### config.mk
export PLATFORM = sky130hd
export DESIGN_NAME = sll
export DESIGN_NICKNAME = d
export VERILOG_FILES = /design/src/rtl/sll.sv
export SDC_FILE = /design/constraint.sdc
export NUM_CORES = 1
export LEC_CHECK = 0
export CAP_MARGIN = 40
export CORE_MARGIN = 2
export CORE_UTILIZATION = 50
export CTS_CLUSTER_SIZE = 10
export DETAILED_ROUTE_END_ITERATION = 8
export PLACE_DENSITY = 0.78
export SYNTH_ARGS = -nofsm -noshare
export SYNTH_HDL_FRONTEND = slang
export SYNTH_HIERARCHICAL = 1
export SYNTH_SLANG_ARGS = --single-unit
### constraint.sdc
create_clock -name clock -period 0.8 [get_ports clock]
set_input_delay 0.16 -clock clock [delete_from_list [all_inputs] [get_ports clock]]
set_output_delay 0.16 -clock clock [all_outputs]
set_load 0.03 [all_outputs]
### src/rtl/sll.sv
// 32-bit logical left shifter: five cascaded combinational barrel stages
// (16/8/4/2/1) feeding a single registered output.

module sll_stage #(
    parameter int DIST = 1
) (
    input  logic [31:0] i_a,
    input  logic        i_sel,
    output logic [31:0] o_y
);
    assign o_y = i_sel ? {i_a[31-DIST:0], {DIST{1'b0}}} : i_a;
endmodule

module sll (
    input  logic        clock,
    input  logic        reset,
    input  logic [31:0] data,
    input  logic [4:0]  shiftamt,
    output logic [31:0] out
);
    localparam int STAGES = 5;

    logic [31:0] w_stage [0:STAGES];
    logic [31:0] r_out;

    assign w_stage[0] = data;

    // Stage g shifts by 16>>g and is selected by shiftamt[4-g].
    for (genvar g = 0; g < STAGES; g++) begin : g_stage
        sll_stage #(.DIST(16 >> g)) u_stage (
            .i_a  (w_stage[g]),
            .i_sel(shiftamt[STAGES-1-g]),
            .o_y  (w_stage[g+1])
        );
    end

    always_ff @(posedge clock or negedge reset) begin
        if (!reset) r_out <= 32'h0;
        else        r_out <= w_stage[STAGES];
    end

    assign out = r_out;
endmodule

==> run_summary.xml, run 1 <==
<?xml version="1.0" encoding="UTF-8"?>
<metrics>
  <group name="sta">
    <metric name="final-setup-viol-count" unit="">64</metric>
    <metric name="tightestPinTransition" unit="ps">230.0</metric>
    <metric name="timing_hold_violations_final" unit="">0</metric>
    <metric name="finalWorstSetupSlack" unit="ps">-877.8</metric>
    <metric name="rsz0062_at_grt" unit="">true</metric>
    <metric name="count_of_final_max_slew_check_failures" unit="">0</metric>
    <metric name="fin_crit" unit="ps">1678</metric>
    <metric name="final_min_period_over_clock_period" unit="%">209.7</metric>
    <metric name="max_freq" unit="GHz">0.5960</metric>
    <metric name="fin_worst_hold_slack" unit="ps">264.0</metric>
    <metric name="slew_headroom" unit="%">84.67</metric>
  </group>
  <group name="finish">
    <metric name="sequential_cell_area" unit="um2">800.8</metric>
    <metric name="largest_register_ffs" unit="">32</metric>
    <metric name="n_fill_cell" unit="">417</metric>
    <metric name="multi_input_gate_area_in_the_final_layout" unit="um2">2221</metric>
    <metric name="layout-drive-gt1-share" unit="%">71.28</metric>
    <metric name="stdcell_area" unit="um2">4240</metric>
    <metric name="fraction_of_the_core_area_covered_by_cells_at_the_end_of_the_flow" unit="%">72.05</metric>
    <metric name="fin_nets" unit="">327</metric>
    <metric name="n_antenna_cell" unit="">0</metric>
    <metric name="stdcell_count" unit="">364</metric>
    <metric name="area_growth_syn_to_layout" unit="%">40.39</metric>
  </group>
  <group name="yosys">
    <metric name="yosys_register_bits" unit="">32</metric>
    <metric name="post_synth_instance_area" unit="um2">3020</metric>
    <metric name="netlist-cell-type-count" unit="">8</metric>
    <metric name="post_synth.cell_area_avg" unit="um2">14.38</metric>
    <metric name="synthesis.yosys.warnings" unit="">6</metric>
    <metric name="portion_of_synthesized_cell_area_occupied_by_the_leading_cell_type" unit="%">41.26</metric>
    <metric name="syn-instance-count" unit="">210</metric>
    <metric name="yosys-top-cells-area" unit="">sky130_fd_sc_hd__mux2_4, sky130_fd_sc_hd__dfrtp_1, sky130_fd_sc_hd__mux2_2, sky130_fd_sc_hd__nor2b_1, sky130_fd_sc_hd__buf_12</metric>
    <metric name="synth_top_area_cell" unit="">sky130_fd_sc_hd__mux2_4</metric>
    <metric name="syn-num-nets" unit="">249</metric>
    <metric name="synth_sequential_area_ratio" unit="%">26.51</metric>
  </group>
  <group name="worst_setup_path">
    <metric name="critPathMaxFanout" unit="">6</metric>
    <metric name="worstSetupPathType" unit="">input port to flop</metric>
    <metric name="crit_arrival" unit="ps">1830</metric>
    <metric name="worst-endpoint-required" unit="ps">950</metric>
    <metric name="crit_path_end_kind" unit="">flop</metric>
    <metric name="critical_path.startpoint_type" unit="">input port</metric>
  </group>
  <group name="status">
    <metric name="outcome" unit="">complete, but fails checks</metric>
    <metric name="failed_checks" unit="">setup timing</metric>
  </group>
  <group name="pwr">
    <metric name="peakVddDrop" unit="mV">1.087</metric>
    <metric name="power.static_leakage" unit="uW">0.002172</metric>
    <metric name="total_power" unit="uW">5824</metric>
    <metric name="pwr_density_cell" unit="nW/um2">1373</metric>
  </group>
  <group name="run">
    <metric name="cap_viol_max_count" unit="">0</metric>
  </group>
  <group name="grt">
    <metric name="grt_util_all_layers" unit="%">17.19</metric>
    <metric name="first_pass_grt_wire_length" unit="um">8921</metric>
    <metric name="first_global_vias" unit="">1849</metric>
    <metric name="globalRoute.totalOverflow" unit="">0</metric>
    <metric name="antenna_found_initial" unit="">0</metric>
    <metric name="grt_start_max_net_pins" unit="">33</metric>
  </group>
  <group name="cts">
    <metric name="clock_pin_slew_of_the_registers_on_the_worst_case_setup_and_hold_paths" unit="ps">70</metric>
    <metric name="numCtsBuffers" unit="">5</metric>
    <metric name="cts.path.max_buffers" unit="">2</metric>
    <metric name="cts_root_buffer" unit="">sky130_fd_sc_hd__clkbuf_8</metric>
    <metric name="cts_htree_levels" unit="">2</metric>
    <metric name="postCtsHoldBufs" unit="">0</metric>
    <metric name="clock_sinks" unit="">32</metric>
    <metric name="tritoncts" unit="">done</metric>
  </group>
  <group name="routing">
    <metric name="drt-vias-per-instance" unit="">4.893</metric>
    <metric name="wl_met1" unit="um">2413</metric>
    <metric name="detailroute.wirelength.met3" unit="um">267</metric>
    <metric name="postRouteAntennaNets" unit="">0</metric>
    <metric name="drt-wirelength-per-cell" unit="um">15.36</metric>
    <metric name="detailed_routing_iteration_count_for_the_pre_antenna_repair_pass" unit="">3</metric>
    <metric name="num_vias" unit="">1781</metric>
    <metric name="drc_errors" unit="">0</metric>
    <metric name="met2_length" unit="um">2787</metric>
    <metric name="routed_wl" unit="um">5591</metric>
    <metric name="initialDrtViolationCount" unit="">16</metric>
    <metric name="top_layer" unit="">met4</metric>
  </group>
  <group name="placed_design">
    <metric name="place_area" unit="um2">3749</metric>
    <metric name="gpl.final_weighted_congestion" unit="">0.7883</metric>
    <metric name="numPlacedInstances" unit="">350</metric>
    <metric name="dp_hpwl" unit="um">4076</metric>
    <metric name="port-buffer-count" unit="">70</metric>
  </group>
  <group name="floorplanning">
    <metric name="ioPinCount" unit="">71</metric>
    <metric name="die_area" unit="um2">6678</metric>
    <metric name="initial_core_util" unit="%">51.32</metric>
    <metric name="coreArea" unit="um2">5886</metric>
    <metric name="die_height" unit="um">81.72</metric>
    <metric name="core.rowCount" unit="">28</metric>
    <metric name="die_w" unit="um">81.72</metric>
  </group>
  <group name="hold_path">
    <metric name="holdCritPathClass" unit="">input port to asynchronous set/reset pin</metric>
  </group>
</metrics>
-- power by group --
| group | internal (uW) | switching, uW | total [uW] | leakage (uW) |
|---|---|---|---|---|
| Sequential | 1810 | 88.7 | 1890 | 0.000410 |
| Clock | 617 | 568 | 1180 | 0.0000414 |
| Combinational | 1640 | 1110 | 2740 | 0.00172 |
-- layout make-up --
cell class,count,area share (%)
Multi-Input combinational cell,160,52.38
Timing Repair Buffer,89,24.43
Sequential cell,32,18.88
Tap cell,75,2.213
Clock buffer,6,1.711
Clock inverter,2,0.3836
-- Yosys cell counts --
cell type,count
sky130_fd_sc_hd__mux2_4,83
sky130_fd_sc_hd__mux2_2,46
sky130_fd_sc_hd__dfrtp_1,32
sky130_fd_sc_hd__nor2b_1,31
sky130_fd_sc_hd__buf_6,9
sky130_fd_sc_hd__buf_12,7
sky130_fd_sc_hd__buf_2,1
sky130_fd_sc_hd__buf_8,1
-- cells in the final DEF, fill, tap and decap left out --
cell type | synthesis | layout
sky130_fd_sc_hd__buf_4 | 0 | 6
sky130_fd_sc_hd__clkinv_4 | 0 | 1
sky130_fd_sc_hd__clkinvlp_4 | 0 | 1
sky130_fd_sc_hd__dfrtp_1 | 32 | 32
sky130_fd_sc_hd__buf_2 | 1 | 3
sky130_fd_sc_hd__clkbuf_1 | 0 | 1
sky130_fd_sc_hd__nor2b_2 | 0 | 3
sky130_fd_sc_hd__nor2b_1 | 31 | 17
sky130_fd_sc_hd__buf_6 | 9 | 32
sky130_fd_sc_hd__nor2b_4 | 0 | 11
sky130_fd_sc_hd__clkdlybuf4s50_1 | 0 | 1
sky130_fd_sc_hd__buf_16 | 0 | 3
sky130_fd_sc_hd__clkbuf_8 | 0 | 5
sky130_fd_sc_hd__buf_12 | 7 | 9
sky130_fd_sc_hd__mux2_4 | 83 | 129
sky130_fd_sc_hd__buf_8 | 1 | 2
sky130_fd_sc_hd__dlygate4sd2_1 | 0 | 32
sky130_fd_sc_hd__bufbuf_16 | 0 | 1
-- worst max-delay path, cell delays in order --
cell and delay (ps):
sky130_fd_sc_hd__buf_12 120, sky130_fd_sc_hd__buf_12 130, sky130_fd_sc_hd__mux2_4 300, sky130_fd_sc_hd__mux2_4 280, sky130_fd_sc_hd__mux2_4 290, sky130_fd_sc_hd__mux2_4 280, sky130_fd_sc_hd__mux2_4 270
-- layer usage --
layer | vias to the layer above | GRT usage (%)
met2 | 64 | 32.28
met5 | - | 0
li1 | 900 | -
met1 | 809 | 19.82
met3 | 8 | 1.429
met4 | 0 | 7.167
-- metrics by stage --
stage | TNS (ps) | setup WS [ps]
4_1_cts | -28690 | -851.7
5_1_grt | -30310 | -894.3
6_report | -28820 | -877.8
3_3_place_gp | -47720 | -1631
2_1_floorplan | -24380 | -960.8
3_5_place_dp | -47990 | -1631
-- repair_timing --
action	4_1_cts	5_1_grt
resized for setup	125	4
endpoints found under the hold margin	0	0
gates cloned	4	0
buffers inserted	2	0
setup endpoints to repair	64	64
-- logic make-up after synthesis --
family / share of synthesized area (%)
mux: 58.41
flops: 26.51
simple gates: 6.421
buf+inv: 8.657
-- worst max-delay path by stage --
stage | slack (ps) | end | start | cells past startpoint
detailed placement | -1630 | out[31]$_DFF_PN0_ | shiftamt[4] | 7
finish | -880 | out[16]$_DFF_PN0_ | shiftamt[4] | 7
floorplan | -960 | out[16]$_DFF_PN0_ | shiftamt[4] | 6
global route | -890 | out[16]$_DFF_PN0_ | shiftamt[4] | 7
CTS | -850 | out[16]$_DFF_PN0_ | shiftamt[4] | 7
global placement | -1630 | out[31]$_DFF_PN0_ | shiftamt[4] | 7
(Power assumes the default switching activity.)
==> run 2: changes to the inputs <==
ABC_AREA = 1   (was unset)
MAX_ROUTING_LAYER = met4   (was unset)
==> run_summary.xml, run 2 <==
<?xml version="1.0" encoding="UTF-8"?>
<metrics>
  <group name="status">
    <metric name="outcome" unit="">complete, but fails checks</metric>
    <metric name="failed_checks" unit="">setup timing</metric>
  </group>
  <group name="worst_setup_path">
    <metric name="critPathTopFamily" unit="">simple AND/OR/NAND/NOR gates</metric>
    <metric name="worst-endpoint-required" unit="ps">1020</metric>
    <metric name="path_common_cell" unit="">sky130_fd_sc_hd__nor2_4</metric>
    <metric name="path_cells" unit="">buf_12, buf_12, buf_6, nor2_4, inv_2, nor2_4, inv_2, nor2_4, inv_2, nor2_4, nand2_1, nand2_1</metric>
    <metric name="critical_path_depth" unit="">12</metric>
    <metric name="critical_path.max_stage_delay" unit="ps">140</metric>
    <metric name="crit_arrival" unit="ps">1270</metric>
    <metric name="critical_path.startpoint_type" unit="">input port</metric>
    <metric name="critPathMaxFanout" unit="">6</metric>
    <metric name="cp.buffers_inverters" unit="">6</metric>
    <metric name="slowest_stage" unit="">sky130_fd_sc_hd__buf_12</metric>
    <metric name="crit_path_end_kind" unit="">flop</metric>
    <metric name="worstSetupPathType" unit="">input port to flop</metric>
  </group>
  <group name="floorplanning">
    <metric name="die_height" unit="um">81.61</metric>
    <metric name="initial_core_util" unit="%">51.17</metric>
    <metric name="ioPinCount" unit="">71</metric>
    <metric name="die_area" unit="um2">6660</metric>
    <metric name="coreArea" unit="um2">5886</metric>
    <metric name="die_w" unit="um">81.61</metric>
    <metric name="core.rowCount" unit="">28</metric>
  </group>
  <group name="placed_design">
    <metric name="gpl.final_weighted_congestion" unit="">0.9167</metric>
    <metric name="port-buffer-count" unit="">70</metric>
    <metric name="dp_hpwl" unit="um">5509</metric>
    <metric name="place_ws" unit="ps">-978.9</metric>
    <metric name="place_area" unit="um2">3617</metric>
    <metric name="numPlacedInstances" unit="">651</metric>
  </group>
  <group name="yosys">
    <metric name="syn-instance-count" unit="">517</metric>
    <metric name="synth_sequential_area_ratio" unit="%">26.59</metric>
    <metric name="synth_enable_flop_cells" unit="">0</metric>
    <metric name="synthTopCellsByCount" unit="">sky130_fd_sc_hd__nand2_1, sky130_fd_sc_hd__nand2_2, sky130_fd_sc_hd__dfrtp_1, sky130_fd_sc_hd__inv_1, sky130_fd_sc_hd__nor2_1</metric>
    <metric name="synthFlopType" unit="">sky130_fd_sc_hd__dfrtp_1</metric>
    <metric name="synth_async_reset_ratio" unit="%">100.0</metric>
    <metric name="post_synth.cell_area_avg" unit="um2">5.825</metric>
    <metric name="post_synth_instance_area" unit="um2">3012</metric>
    <metric name="yosys-top-cells-area" unit="">sky130_fd_sc_hd__nand2_1, sky130_fd_sc_hd__dfrtp_1, sky130_fd_sc_hd__nand2_2, sky130_fd_sc_hd__buf_6, sky130_fd_sc_hd__clkbuf_8</metric>
    <metric name="synth_top_area_cell" unit="">sky130_fd_sc_hd__nand2_1</metric>
    <metric name="netlist-cell-type-count" unit="">11</metric>
    <metric name="synth_most_common_cell" unit="">sky130_fd_sc_hd__nand2_1</metric>
    <metric name="syn-num-nets" unit="">556</metric>
    <metric name="portion_of_synthesized_cell_area_occupied_by_the_leading_cell_type" unit="%">44.00</metric>
    <metric name="yosys_register_bits" unit="">32</metric>
    <metric name="synthesis.yosys.warnings" unit="">6</metric>
  </group>
  <group name="grt">
    <metric name="grt_start_max_net_pins" unit="">33</metric>
    <metric name="use_met2" unit="%">45.90</metric>
    <metric name="gr-usage-met1" unit="%">28.45</metric>
    <metric name="first_global_vias" unit="">2953</metric>
    <metric name="antenna_found_initial" unit="">0</metric>
    <metric name="grt_util_all_layers" unit="%">25.32</metric>
    <metric name="busiest_layer" unit="">met2</metric>
    <metric name="globalRouteMet3Util" unit="%">2.967</metric>
    <metric name="first_pass_grt_wire_length" unit="um">12750</metric>
    <metric name="globalRoute.totalOverflow" unit="">0</metric>
  </group>
  <group name="sta">
    <metric name="fin_worst_hold_slack" unit="ps">242.7</metric>
    <metric name="slew_headroom" unit="%">85.34</metric>
    <metric name="timing_hold_violations_final" unit="">0</metric>
    <metric name="final_min_period_over_clock_period" unit="%">131.1</metric>
    <metric name="max_freq" unit="GHz">0.9534</metric>
    <metric name="fin_crit" unit="ps">1049</metric>
    <metric name="finalWorstSetupSlack" unit="ps">-248.9</metric>
    <metric name="count_of_final_max_slew_check_failures" unit="">0</metric>
    <metric name="tightestPinTransition" unit="ps">219.9</metric>
    <metric name="final-setup-viol-count" unit="">64</metric>
    <metric name="rsz0062_at_grt" unit="">true</metric>
  </group>
  <group name="pwr">
    <metric name="power.static_leakage" unit="uW">0.002395</metric>
    <metric name="peakVddDrop" unit="mV">1.019</metric>
    <metric name="power.switching_fraction" unit="%">36.59</metric>
    <metric name="total_switching_power" unit="uW">2017</metric>
    <metric name="power.share.sequential" unit="%">33.3</metric>
    <metric name="pwr_density_cell" unit="nW/um2">1262</metric>
    <metric name="power_frac_clock" unit="%">24.0</metric>
    <metric name="cell_internal_pwr" unit="uW">3496</metric>
    <metric name="combinational_power_share" unit="%">42.7</metric>
  </group>
  <group name="cts">
    <metric name="tritoncts" unit="">done</metric>
    <metric name="cts_htree_levels" unit="">2</metric>
    <metric name="clock_pin_slew_of_the_registers_on_the_worst_case_setup_and_hold_paths" unit="ps">60</metric>
    <metric name="numCtsBuffers" unit="">5</metric>
    <metric name="cts.path.max_buffers" unit="">2</metric>
    <metric name="postCtsHoldBufs" unit="">0</metric>
    <metric name="cts_root_buffer" unit="">sky130_fd_sc_hd__clkbuf_8</metric>
    <metric name="clock_sinks" unit="">32</metric>
  </group>
  <group name="run">
    <metric name="cap_viol_max_count" unit="">0</metric>
  </group>
  <group name="finish">
    <metric name="stdcell_area" unit="um2">4368</metric>
    <metric name="largest_register_ffs" unit="">32</metric>
    <metric name="sequential_cell_area" unit="um2">800.8</metric>
    <metric name="n_antenna_cell" unit="">0</metric>
    <metric name="final_common_cell" unit="">sky130_fd_sc_hd__nand2_1</metric>
    <metric name="stdcell_count" unit="">664</metric>
    <metric name="n_fill_cell" unit="">479</metric>
    <metric name="area_growth_syn_to_layout" unit="%">45.04</metric>
    <metric name="commonest_non_fill_non_tap_cells_in_the_layout" unit="">sky130_fd_sc_hd__nand2_1, sky130_fd_sc_hd__nand2_2, sky130_fd_sc_hd__buf_6, sky130_fd_sc_hd__dlygate4sd2_1, sky130_fd_sc_hd__dfrtp_1</metric>
    <metric name="fin_nets" unit="">628</metric>
    <metric name="layout-drive-gt1-share" unit="%">41.09</metric>
    <metric name="multi_input_gate_area_in_the_final_layout" unit="um2">2095</metric>
  </group>
  <group name="hold_path">
    <metric name="holdCritPathClass" unit="">input port to asynchronous set/reset pin</metric>
  </group>
  <group name="routing">
    <metric name="drt-vias-per-instance" unit="">4.738</metric>
    <metric name="initialDrtViolationCount" unit="">215</metric>
    <metric name="postRouteAntennaNets" unit="">0</metric>
    <metric name="detailed_routing_iteration_count_for_the_pre_antenna_repair_pass" unit="">4</metric>
    <metric name="drc_errors" unit="">0</metric>
    <metric name="drt-wirelength-per-cell" unit="um">12.08</metric>
    <metric name="routed_wl" unit="um">8022</metric>
    <metric name="num_vias" unit="">3146</metric>
  </group>
</metrics>
## run 2: cell types whose count changed after synthesis, moves of 31 or more
cell	previous run	this run
sky130_fd_sc_hd__nor2b_1	31	0
sky130_fd_sc_hd__nor2_1	0	31
sky130_fd_sc_hd__mux2_2	46	0
sky130_fd_sc_hd__nand2_1	0	353
sky130_fd_sc_hd__mux2_4	83	0
sky130_fd_sc_hd__inv_1	0	31
sky130_fd_sc_hd__nand2_2	0	34
## run 2: cells by family (layout without fill, tap and decap cells)
group / after synthesis / count (layout) / share of synthesized area (%)
flops: 32 / 32 / 26.59
buf+inv: 67 / 139 / 18.49
simple gates: 418 / 418 / 54.92
## run 2: worst max-delay path by stage
stage | slack (ps) | from | end
finish | -250 | shiftamt[4] | out[2]$_DFF_PN0_
global route | -310 | shiftamt[4] | out[9]$_DFF_PN0_
CTS | -210 | shiftamt[4] | out[9]$_DFF_PN0_
detailed placement | -980 | shiftamt[4] | out[9]$_DFF_PN0_
global placement | -970 | shiftamt[4] | out[2]$_DFF_PN0_
floorplan | -330 | shiftamt[4] | out[2]$_DFF_PN0_
## run 2: area by class of cell
class	instances	share of cell area (%)
Multi-Input combinational cell	418	47.95
Tap cell	75	2.148
Sequential cell	32	18.33
Inverter	36	4.297
Timing Repair Buffer	96	25.06
Clock buffer	7	2.206
## run 2: stage by stage
stage / power (uW) / setup TNS [ps] / util (%)
floorplan: 3182 / -9526 / -
global placement: 3743 / -29320 / 61.46
detailed placement: 3778 / -30100 / 61.46
CTS: 5389 / -11330 / 70.30
global route: 5829 / -14460 / 74.21
finish: 5513 / -11450 / 74.21
## run 2: metal layers
metal	up-vias	routed length (um)	part of all wire, %
met5	-	0	0
met4	0	199	2.5
met3	15	303	3.8
met2	86	4274	53
met1	1409	3244	40
li1	1636	-	-
## run 2: timing repair
item,in CTS,in global routing
gates cloned,4,0
resized for setup,172,72
pin swaps,140,61
setup endpoints to repair,64,64
buffers inserted,1,1
## run 2: power by group through the flow
stage	registers (uW)	clock network, uW	logic, uW
2_1_floorplan	2130	0	1050
3_3_place_gp	1830	0	1910
3_5_place_dp	1840	0	1940
4_1_cts	1840	1350	2200
5_1_grt	1850	1420	2560
6_report	1840	1320	2350
